===== src/rtl/zynq_axi_pkg.sv =====
// zynq_axi_pkg: shared response codes, burst kinds, register indices and FSM states
package zynq_axi_pkg;
  localparam logic [1:0] OKAY = 2'b00;
  localparam logic [1:0] EXOKAY = 2'b01;
  localparam logic [1:0] SLVERR = 2'b10;
  localparam logic [1:0] DECERR = 2'b11;
  typedef enum logic [1:0] {FIXED = 2'b00, INCR = 2'b01, WRAP = 2'b10} burst_t;
  localparam int REG_LED = 0;
  localparam int REG_SCRATCH = 1;
  localparam int REG_ID = 2;
  localparam int REG_CNT = 3;
  typedef enum logic [1:0] {W_IDLE, W_DATA, W_RESP} wstate_t;
  typedef enum logic {R_IDLE, R_DATA} rstate_t;
  function automatic logic [1:0] worst_resp(input logic [1:0] a, input logic [1:0] b);
    return (a > b) ? a : b;
  endfunction
endpackage


===== src/rtl/zynq_axi_led_slave_bank.sv =====
// led_reg_bank: 64-bit register storage with byte-strobed write, combinational read, cycle counter and LEDs
module led_reg_bank
  import zynq_axi_pkg::*;
#(
  parameter int NUM_REGS = 16,
  parameter logic [63:0] BLOCK_ID = 64'h4C45_445F_0001_0000,
  localparam int IW = $clog2(NUM_REGS)
) (
  input  logic          clk,
  input  logic          rst,
  input  logic          we,
  input  logic [IW-1:0] widx,
  input  logic [63:0]   wdata,
  input  logic [7:0]    wstrb,
  input  logic [IW-1:0] ridx,
  output logic [63:0]   rdata,
  output logic [7:0]    leds
);
  logic [63:0] regs [NUM_REGS];
  logic [63:0] cnt;
  // storage updates: ID and counter slots silently drop writes, counter free-runs
  always_ff @(posedge clk)
    if (rst) begin
      for (int i = 0; i < NUM_REGS; i++) regs[i] <= '0;
      cnt <= '0;
    end else begin
      cnt <= cnt + 64'd1;
      if (we && widx != IW'(REG_ID) && widx != IW'(REG_CNT))
        for (int b = 0; b < 8; b++) if (wstrb[b]) regs[widx][b*8 +: 8] <= wdata[b*8 +: 8];
    end
  // read port returns the pre-write value when a write lands in the same cycle
  always_comb rdata = (ridx == IW'(REG_ID)) ? BLOCK_ID : (ridx == IW'(REG_CNT)) ? cnt : regs[ridx];
  assign leds = regs[IW'(REG_LED)][7:0];
endmodule


===== src/rtl/zynq_axi_led_slave.sv =====
// zynq_axi_led_slave: AXI4 slave terminating the PS master with an LED/scratch/ID/counter register bank
module zynq_axi_led_slave
  import zynq_axi_pkg::*;
#(
  parameter int ADDR_WIDTH = 40,
  parameter int ID_WIDTH = 16,
  parameter int USER_WIDTH = 16,
  parameter int NUM_REGS = 16,
  parameter logic [63:0] BLOCK_ID = 64'h4C45_445F_0001_0000
) (
  input  logic                  axi_clk,
  input  logic                  axi_rst,
  input  logic [ID_WIDTH-1:0]   s_axi_awid,
  input  logic [ADDR_WIDTH-1:0] s_axi_awaddr,
  input  logic [7:0]            s_axi_awlen,
  input  logic [2:0]            s_axi_awsize,
  input  logic [1:0]            s_axi_awburst,
  input  logic [3:0]            s_axi_awcache,
  input  logic                  s_axi_awlock,
  input  logic [2:0]            s_axi_awprot,
  input  logic [3:0]            s_axi_awqos,
  input  logic [USER_WIDTH-1:0] s_axi_awuser,
  input  logic                  s_axi_awvalid,
  output logic                  s_axi_awready,
  input  logic [63:0]           s_axi_wdata,
  input  logic [7:0]            s_axi_wstrb,
  input  logic                  s_axi_wlast,
  input  logic                  s_axi_wvalid,
  output logic                  s_axi_wready,
  output logic [ID_WIDTH-1:0]   s_axi_bid,
  output logic [1:0]            s_axi_bresp,
  output logic                  s_axi_bvalid,
  input  logic                  s_axi_bready,
  input  logic [ID_WIDTH-1:0]   s_axi_arid,
  input  logic [ADDR_WIDTH-1:0] s_axi_araddr,
  input  logic [7:0]            s_axi_arlen,
  input  logic [2:0]            s_axi_arsize,
  input  logic [1:0]            s_axi_arburst,
  input  logic [3:0]            s_axi_arcache,
  input  logic                  s_axi_arlock,
  input  logic [2:0]            s_axi_arprot,
  input  logic [3:0]            s_axi_arqos,
  input  logic [USER_WIDTH-1:0] s_axi_aruser,
  input  logic                  s_axi_arvalid,
  output logic                  s_axi_arready,
  output logic [ID_WIDTH-1:0]   s_axi_rid,
  output logic [63:0]           s_axi_rdata,
  output logic [1:0]            s_axi_rresp,
  output logic                  s_axi_rlast,
  output logic                  s_axi_rvalid,
  input  logic                  s_axi_rready,
  output logic [7:0]            leds
);
  localparam int IW = $clog2(NUM_REGS);
  localparam logic [12:0] LIM = 13'(NUM_REGS * 8);
  function automatic logic [1:0] beat_resp(input logic bad, input logic [12:0] off);
    return bad ? SLVERR : (off >= LIM) ? DECERR : OKAY;
  endfunction
  wstate_t w_state;
  rstate_t r_state;
  logic [ID_WIDTH-1:0] w_id;
  logic [12:0] w_off, r_off, r_sel;
  logic w_fixed, w_bad, r_fixed, r_bad, aw_bad, ar_bad, w_fire, w_last, r_fire, we;
  logic [7:0] w_len, w_cnt, r_len, r_cnt;
  logic [1:0] w_acc, w_beat, r_resp_n;
  logic [63:0] bank_rdata;
  logic unused;
  assign unused = ^{s_axi_awaddr[ADDR_WIDTH-1:12], s_axi_araddr[ADDR_WIDTH-1:12], s_axi_awcache, s_axi_awlock,
                    s_axi_awprot, s_axi_awqos, s_axi_awuser, s_axi_arcache, s_axi_arlock, s_axi_arprot,
                    s_axi_arqos, s_axi_aruser};
  assign s_axi_awready = (w_state == W_IDLE) && !axi_rst;
  assign s_axi_arready = (r_state == R_IDLE) && !axi_rst;
  // beat classification; a wlast that disagrees with the beat counter forces at least SLVERR
  always_comb begin
    aw_bad = s_axi_awsize != 3'd3 || (s_axi_awburst != FIXED && s_axi_awburst != INCR);
    ar_bad = s_axi_arsize != 3'd3 || (s_axi_arburst != FIXED && s_axi_arburst != INCR);
    w_fire = s_axi_wvalid && s_axi_wready;
    w_last = w_cnt == w_len;
    w_beat = worst_resp(beat_resp(w_bad, w_off), (s_axi_wlast != w_last) ? SLVERR : OKAY);
    we = w_fire && beat_resp(w_bad, w_off) == OKAY;
    r_fire = s_axi_rvalid && s_axi_rready;
    r_sel = (r_state == R_IDLE) ? {1'b0, s_axi_araddr[11:0]} : (r_fixed ? r_off : r_off + 13'd8);
    r_resp_n = beat_resp((r_state == R_IDLE) ? ar_bad : r_bad, r_sel);
  end
  // write FSM: latch AW, count beats, report worst response over the burst
  always_ff @(posedge axi_clk)
    if (axi_rst) begin
      w_state <= W_IDLE;
      s_axi_wready <= 1'b0;
      s_axi_bvalid <= 1'b0;
      s_axi_bid <= '0;
      s_axi_bresp <= OKAY;
      w_id <= '0;
      w_off <= '0;
      w_fixed <= 1'b0;
      w_bad <= 1'b0;
      w_len <= '0;
      w_cnt <= '0;
      w_acc <= OKAY;
    end else
      case (w_state)
        W_IDLE: if (s_axi_awvalid) begin
          w_state <= W_DATA;
          s_axi_wready <= 1'b1;
          w_id <= s_axi_awid;
          w_off <= {1'b0, s_axi_awaddr[11:0]};
          w_fixed <= s_axi_awburst == FIXED;
          w_bad <= aw_bad;
          w_len <= s_axi_awlen;
          w_cnt <= '0;
          w_acc <= OKAY;
        end
        W_DATA: if (w_fire) begin
          if (w_last) begin
            w_state <= W_RESP;
            s_axi_wready <= 1'b0;
            s_axi_bvalid <= 1'b1;
            s_axi_bid <= w_id;
            s_axi_bresp <= worst_resp(w_acc, w_beat);
          end else begin
            w_acc <= worst_resp(w_acc, w_beat);
            w_cnt <= w_cnt + 8'd1;
            w_off <= w_fixed ? w_off : w_off + 13'd8;
          end
        end
        W_RESP: if (s_axi_bready) begin
          w_state <= W_IDLE;
          s_axi_bvalid <= 1'b0;
        end
        default: w_state <= W_IDLE;
      endcase
  // read FSM: each beat's data is fetched on the cycle that makes it visible, held until accepted
  always_ff @(posedge axi_clk)
    if (axi_rst) begin
      r_state <= R_IDLE;
      s_axi_rvalid <= 1'b0;
      s_axi_rid <= '0;
      s_axi_rdata <= '0;
      s_axi_rresp <= OKAY;
      s_axi_rlast <= 1'b0;
      r_off <= '0;
      r_fixed <= 1'b0;
      r_bad <= 1'b0;
      r_len <= '0;
      r_cnt <= '0;
    end else
      case (r_state)
        R_IDLE: if (s_axi_arvalid) begin
          r_state <= R_DATA;
          s_axi_rvalid <= 1'b1;
          s_axi_rid <= s_axi_arid;
          s_axi_rdata <= (r_resp_n == OKAY) ? bank_rdata : 64'd0;
          s_axi_rresp <= r_resp_n;
          s_axi_rlast <= s_axi_arlen == 8'd0;
          r_off <= r_sel;
          r_fixed <= s_axi_arburst == FIXED;
          r_bad <= ar_bad;
          r_len <= s_axi_arlen;
          r_cnt <= '0;
        end
        R_DATA: if (r_fire) begin
          if (s_axi_rlast) begin
            r_state <= R_IDLE;
            s_axi_rvalid <= 1'b0;
            s_axi_rlast <= 1'b0;
          end else begin
            r_off <= r_sel;
            r_cnt <= r_cnt + 8'd1;
            s_axi_rdata <= (r_resp_n == OKAY) ? bank_rdata : 64'd0;
            s_axi_rresp <= r_resp_n;
            s_axi_rlast <= r_cnt + 8'd1 == r_len;
          end
        end
        default: r_state <= R_IDLE;
      endcase
  led_reg_bank #(.NUM_REGS(NUM_REGS), .BLOCK_ID(BLOCK_ID)) u_bank (
    .clk(axi_clk),
    .rst(axi_rst),
    .we(we),
    .widx(w_off[3 +: IW]),
    .wdata(s_axi_wdata),
    .wstrb(s_axi_wstrb),
    .ridx(r_sel[3 +: IW]),
    .rdata(bank_rdata),
    .leds(leds)
  );
endmodule


===== config.mk =====
export PLATFORM = sky130hd
export DESIGN_NAME = zynq_axi_led_slave
export DESIGN_NICKNAME = d
export VERILOG_FILES = /design/src/rtl/zynq_axi_pkg.sv /design/src/rtl/zynq_axi_led_slave_bank.sv /design/src/rtl/zynq_axi_led_slave.sv
export SDC_FILE = /design/constraint.sdc
export NUM_CORES = 2
export LEC_CHECK = 0
export CAP_MARGIN = 25
export CORE_MARGIN = 3
export CORE_UTILIZATION = 45
export DETAILED_ROUTE_END_ITERATION = 8
export HOLD_SLACK_MARGIN = 0.06
export PLACE_DENSITY_LB_ADDON = 0.1
export SETUP_SLACK_MARGIN = 0.15
export SYNTH_ARGS = -nofsm -noshare
export SYNTH_HDL_FRONTEND = slang
export SYNTH_SLANG_ARGS = --single-unit

===== constraint.sdc =====
create_clock -name axi_clk -period 3.65 [get_ports axi_clk]
set_input_delay 0.365 -clock axi_clk [delete_from_list [all_inputs] [get_ports axi_clk]]
set_output_delay 0.365 -clock axi_clk [all_outputs]
set_load 0.01 [all_outputs]

==> impl_metrics.toml <==
[worst_setup_path]
start_kind = "register"
slowest_stage = "and2_2"
critPathRequiredTime_ps = 4050
reg2reg_to = "u_bank.regs[10][56]"
reg2reg_depth = 6
cp_max_fo = 29
r2r-start = "w_off[7]"
crit_chain = "nor4_1, nand3b_1, nor4_4, buf_4, and2_2, a21o_1"
critPathMaxStageDelay_ps = 540
path_class = "register to register"
end_kind = "register"
r2r_slack_ps = 510
arrival_ps = 3540

[yosys]
synth_xor_area_share_pct = 1.25
synth.yosys.seq_area_share_pct = 61.1
synth.avg_cell_area_um2 = 11.6
yosysWarningCount = 0
synth-simple-area-share_pct = 18.9
async_flop_share_pct = 0
netlist_instances = 4880
synth_compound_area_share_pct = 8.09
synth_area_mm2 = 0.0568
synthMuxAreaShare_pct = 6.14
synth-edff-count = 993
ys_types = 75
ys.flop_type = "edfxtp_1"
synth_seq_cells = 1238
synth_top_family_by_area = "simple AND/OR/NAND/NOR gates"
synth_adder_area_share_pct = 0.242

[clocking]
post_cts_resized = 0
cts_buffer_depth = 3
cts-root-buf = "clkbuf_16"
clk_pin_slew_ps = 60
cts_setup_buffers = 0
clk_latency_ps = 770
cts-hold-fix-buffers = 1
numCtsBuffers = 139
tritoncts = "yes"
clock-sinks = 1238
cts_htree_levels = 4

[placement]
preCtsSetupSlack_ps = 467
dp_hpwl_um = 105000
io_buffers = 269
place.gp.congestion = 0.796

[global_routing]
antenna_found_initial = 9
overflow = 0
grtUsageTotal_pct = 25.0
grt_pass1_vias = 38800
grt_util_met2_pct = 39.8
grt_use_met3_pct = 4.04
grt_max_degree = 147
grt_pass1_wl_um = 249000
top_usage_layer = "met2"
use_met1_pct = 35.6

[timing]
finalWorstSetupSlack_ps = 505
worst_pin_slew_ps = 979
slew_headroom_pct = 34.7
hold_viol = 0
fmax_ghz = 0.318
period_minus_slack_ps = 3140
grt_setup_unrepaired = "no"
setup_viol = 0
tns_ps = 0
min_period_over_period_pct = 86.2
slew_viol_final = 0
skew_ps = 22.7

[power]
vdd_drop_max_mv = 0.464
pwr-share-seq_pct = 47.6
combPwrFrac_pct = 11.2
leakage_nw = 27.5
p_int_mw = 24.9
p_sw_share_pct = 25.5
clock_power_share_pct = 41.3
p_switching_mw = 8.50
p_per_area_mw_per_mm2 = 506

[run_status]
status = "completed"

[worst_hold_path]
min_to = "s_axi_rid[3]"
worstHoldStart = "s_axi_arid[3]"
worstHoldPathCells = 3
hp-class = "input port to register"

[routing]
first_pass_iters = 5
drt-initial-drc-count = 4005
routedWlPerCell_um = 24.7
wl_um = 167000
vias = 39800
ant_nets = 0
drc = 0
avgViaCountPerCell = 5.89

[layout]
nNetsFinal = 5282
most-common-layout-cells = "edfxtp_1, and3_1, nand2_1, clkdlybuf4s50_1, dfxtp_1"
area_delta_synth_final_pct = 16.2
drive_gt1_share_pct = 9.45
final_common_cell = "edfxtp_1"

[floorplan]
die_height_um = 361
die_area_mm2 = 0.131
core-area_mm2 = 0.124
io_pins = 388
initial_core_util_pct = 45.6
rows = 129
die_w_um = 361

[job]
cap_violations = 0
[state kept, by name (all words and copies together), names as in the netlist, 2 cells and up]
register	count
s_axi_rid	16
r_len	8
w_cnt	8
u_bank.cnt	64
s_axi_bresp	2
s_axi_rdata	64
w_state	2
s_axi_rresp	2
w_off	10
s_axi_bid	16
w_acc	2
w_len	8
r_cnt	8
w_id	16
u_bank.regs	993
r_off	10
[per-stage QoR]
stage	util [%]	std cells	hold WS [ps]	power (mW)	cell area (um^2)
4_1_cts	53.0	6750	106	33.6	66000
3_3_place_gp	49.4	6492	438	19.9	61500
3_5_place_dp	49.4	6492	444	19.9	61500
6_report	53.0	6755	156	33.4	66000
5_1_grt	53.0	6754	144	34.5	66000
2_1_floorplan	-	4976	436	18.3	57200
[power by group through the flow]
stage | clock [mW] | combinational, mW | sequential, mW
4_1_cts | 14.0 | 3.73 | 15.9
6_report | 13.8 | 3.73 | 15.9
3_5_place_dp | 0 | 3.72 | 16.2
5_1_grt | 14.6 | 4.00 | 15.9
3_3_place_gp | 0 | 3.70 | 16.2
2_1_floorplan | 0 | 2.20 | 16.1
[synth_stat cells (all sizes together), types with 5 or more instances]
cell type,instances,share of area [%]
a31oi,69,0.76
nor3b,5,0.066
nor4,17,0.30
and3,908,10
ha,11,0.24
nand2b,12,0.13
xor2,38,0.59
nor3,41,0.36
a32oi,63,0.97
o2111ai,16,0.25
nor2,138,0.91
nand2,655,4.3
o21ai,105,0.93
nand4,27,0.31
mux4,50,2.0
nand3,166,1.5
and4,11,0.17
clkbuf,409,2.8
o32a,48,0.85
a211oi,14,0.19
xnor2,43,0.66
dfxtp,245,8.6
and2,22,0.24
mux2i,231,4.1
buf,138,1.3
o31ai,66,1.1
a22oi,7,0.093
edfxtp,993,53
nor2b,11,0.12
or3,14,0.15
inv,18,0.12
a21o,117,1.5
a21oi,122,1.1
[worst max-delay path, delay by kind of cell, from the launching register on]
| kind | cells | cell delay [ps] |
|---|---|---|
| AND/OR/NAND/NOR | 4 | 1550 |
| buffers and inverters | 1 | 310 |
| flip-flops | 1 | 380 |
| AO/OA/AOI/OAI | 1 | 540 |
[metal layers]
layer  wire (um)  up-vias  part of all wire (%)
li1            -    18300                     -
met3       11400      263                   6.8
met5          13        -                0.0078
met1       74100    19900                    44
met2       77300     1381                    46
met4        3910        2                   2.3
[how the worst max path moves through the flow]
| stage | startpoint | endpoint | slack [ps] | depth (start not counted) |
|---|---|---|---|---|
| 2_1_floorplan | w_off[7] | u_bank.regs[0][10] | 1120 | 9 |
| 3_3_place_gp | s_axi_araddr[3] | s_axi_rdata[32] | 470 | 8 |
| 3_5_place_dp | s_axi_araddr[3] | s_axi_rdata[62] | 470 | 8 |
| 4_1_cts | w_off[7] | u_bank.regs[9][20] | 530 | 7 |
| 5_1_grt | w_off[7] | u_bank.regs[8][56] | 340 | 6 |
| 6_report | w_off[7] | u_bank.regs[10][56] | 510 | 6 |
[cells by family (layout without fill, tap and decap cells)]
family	after synthesis	count (layout)
other	1	102
adders and majority gates	11	11
muxes	285	285
xor gates and xnor gates	81	81
DFF	1238	1238
and+or+nand+nor	2051	2051
AOI/OAI and AO/OA	648	648
buffers and inverters	565	702
[area by class of cell]
type                    count  area (um^2)
diodes                      5         12.5
clock buffers             185         3800
clock inverters            72          651
fillers                 10600        58500
inverters                  18         67.6
multi-input cells        3173        20200
flip-flops and latches   1238        34700
well taps                1637         2050
repair buffers            427         4450
Note: power is estimated with default switching activity, not from simulation.
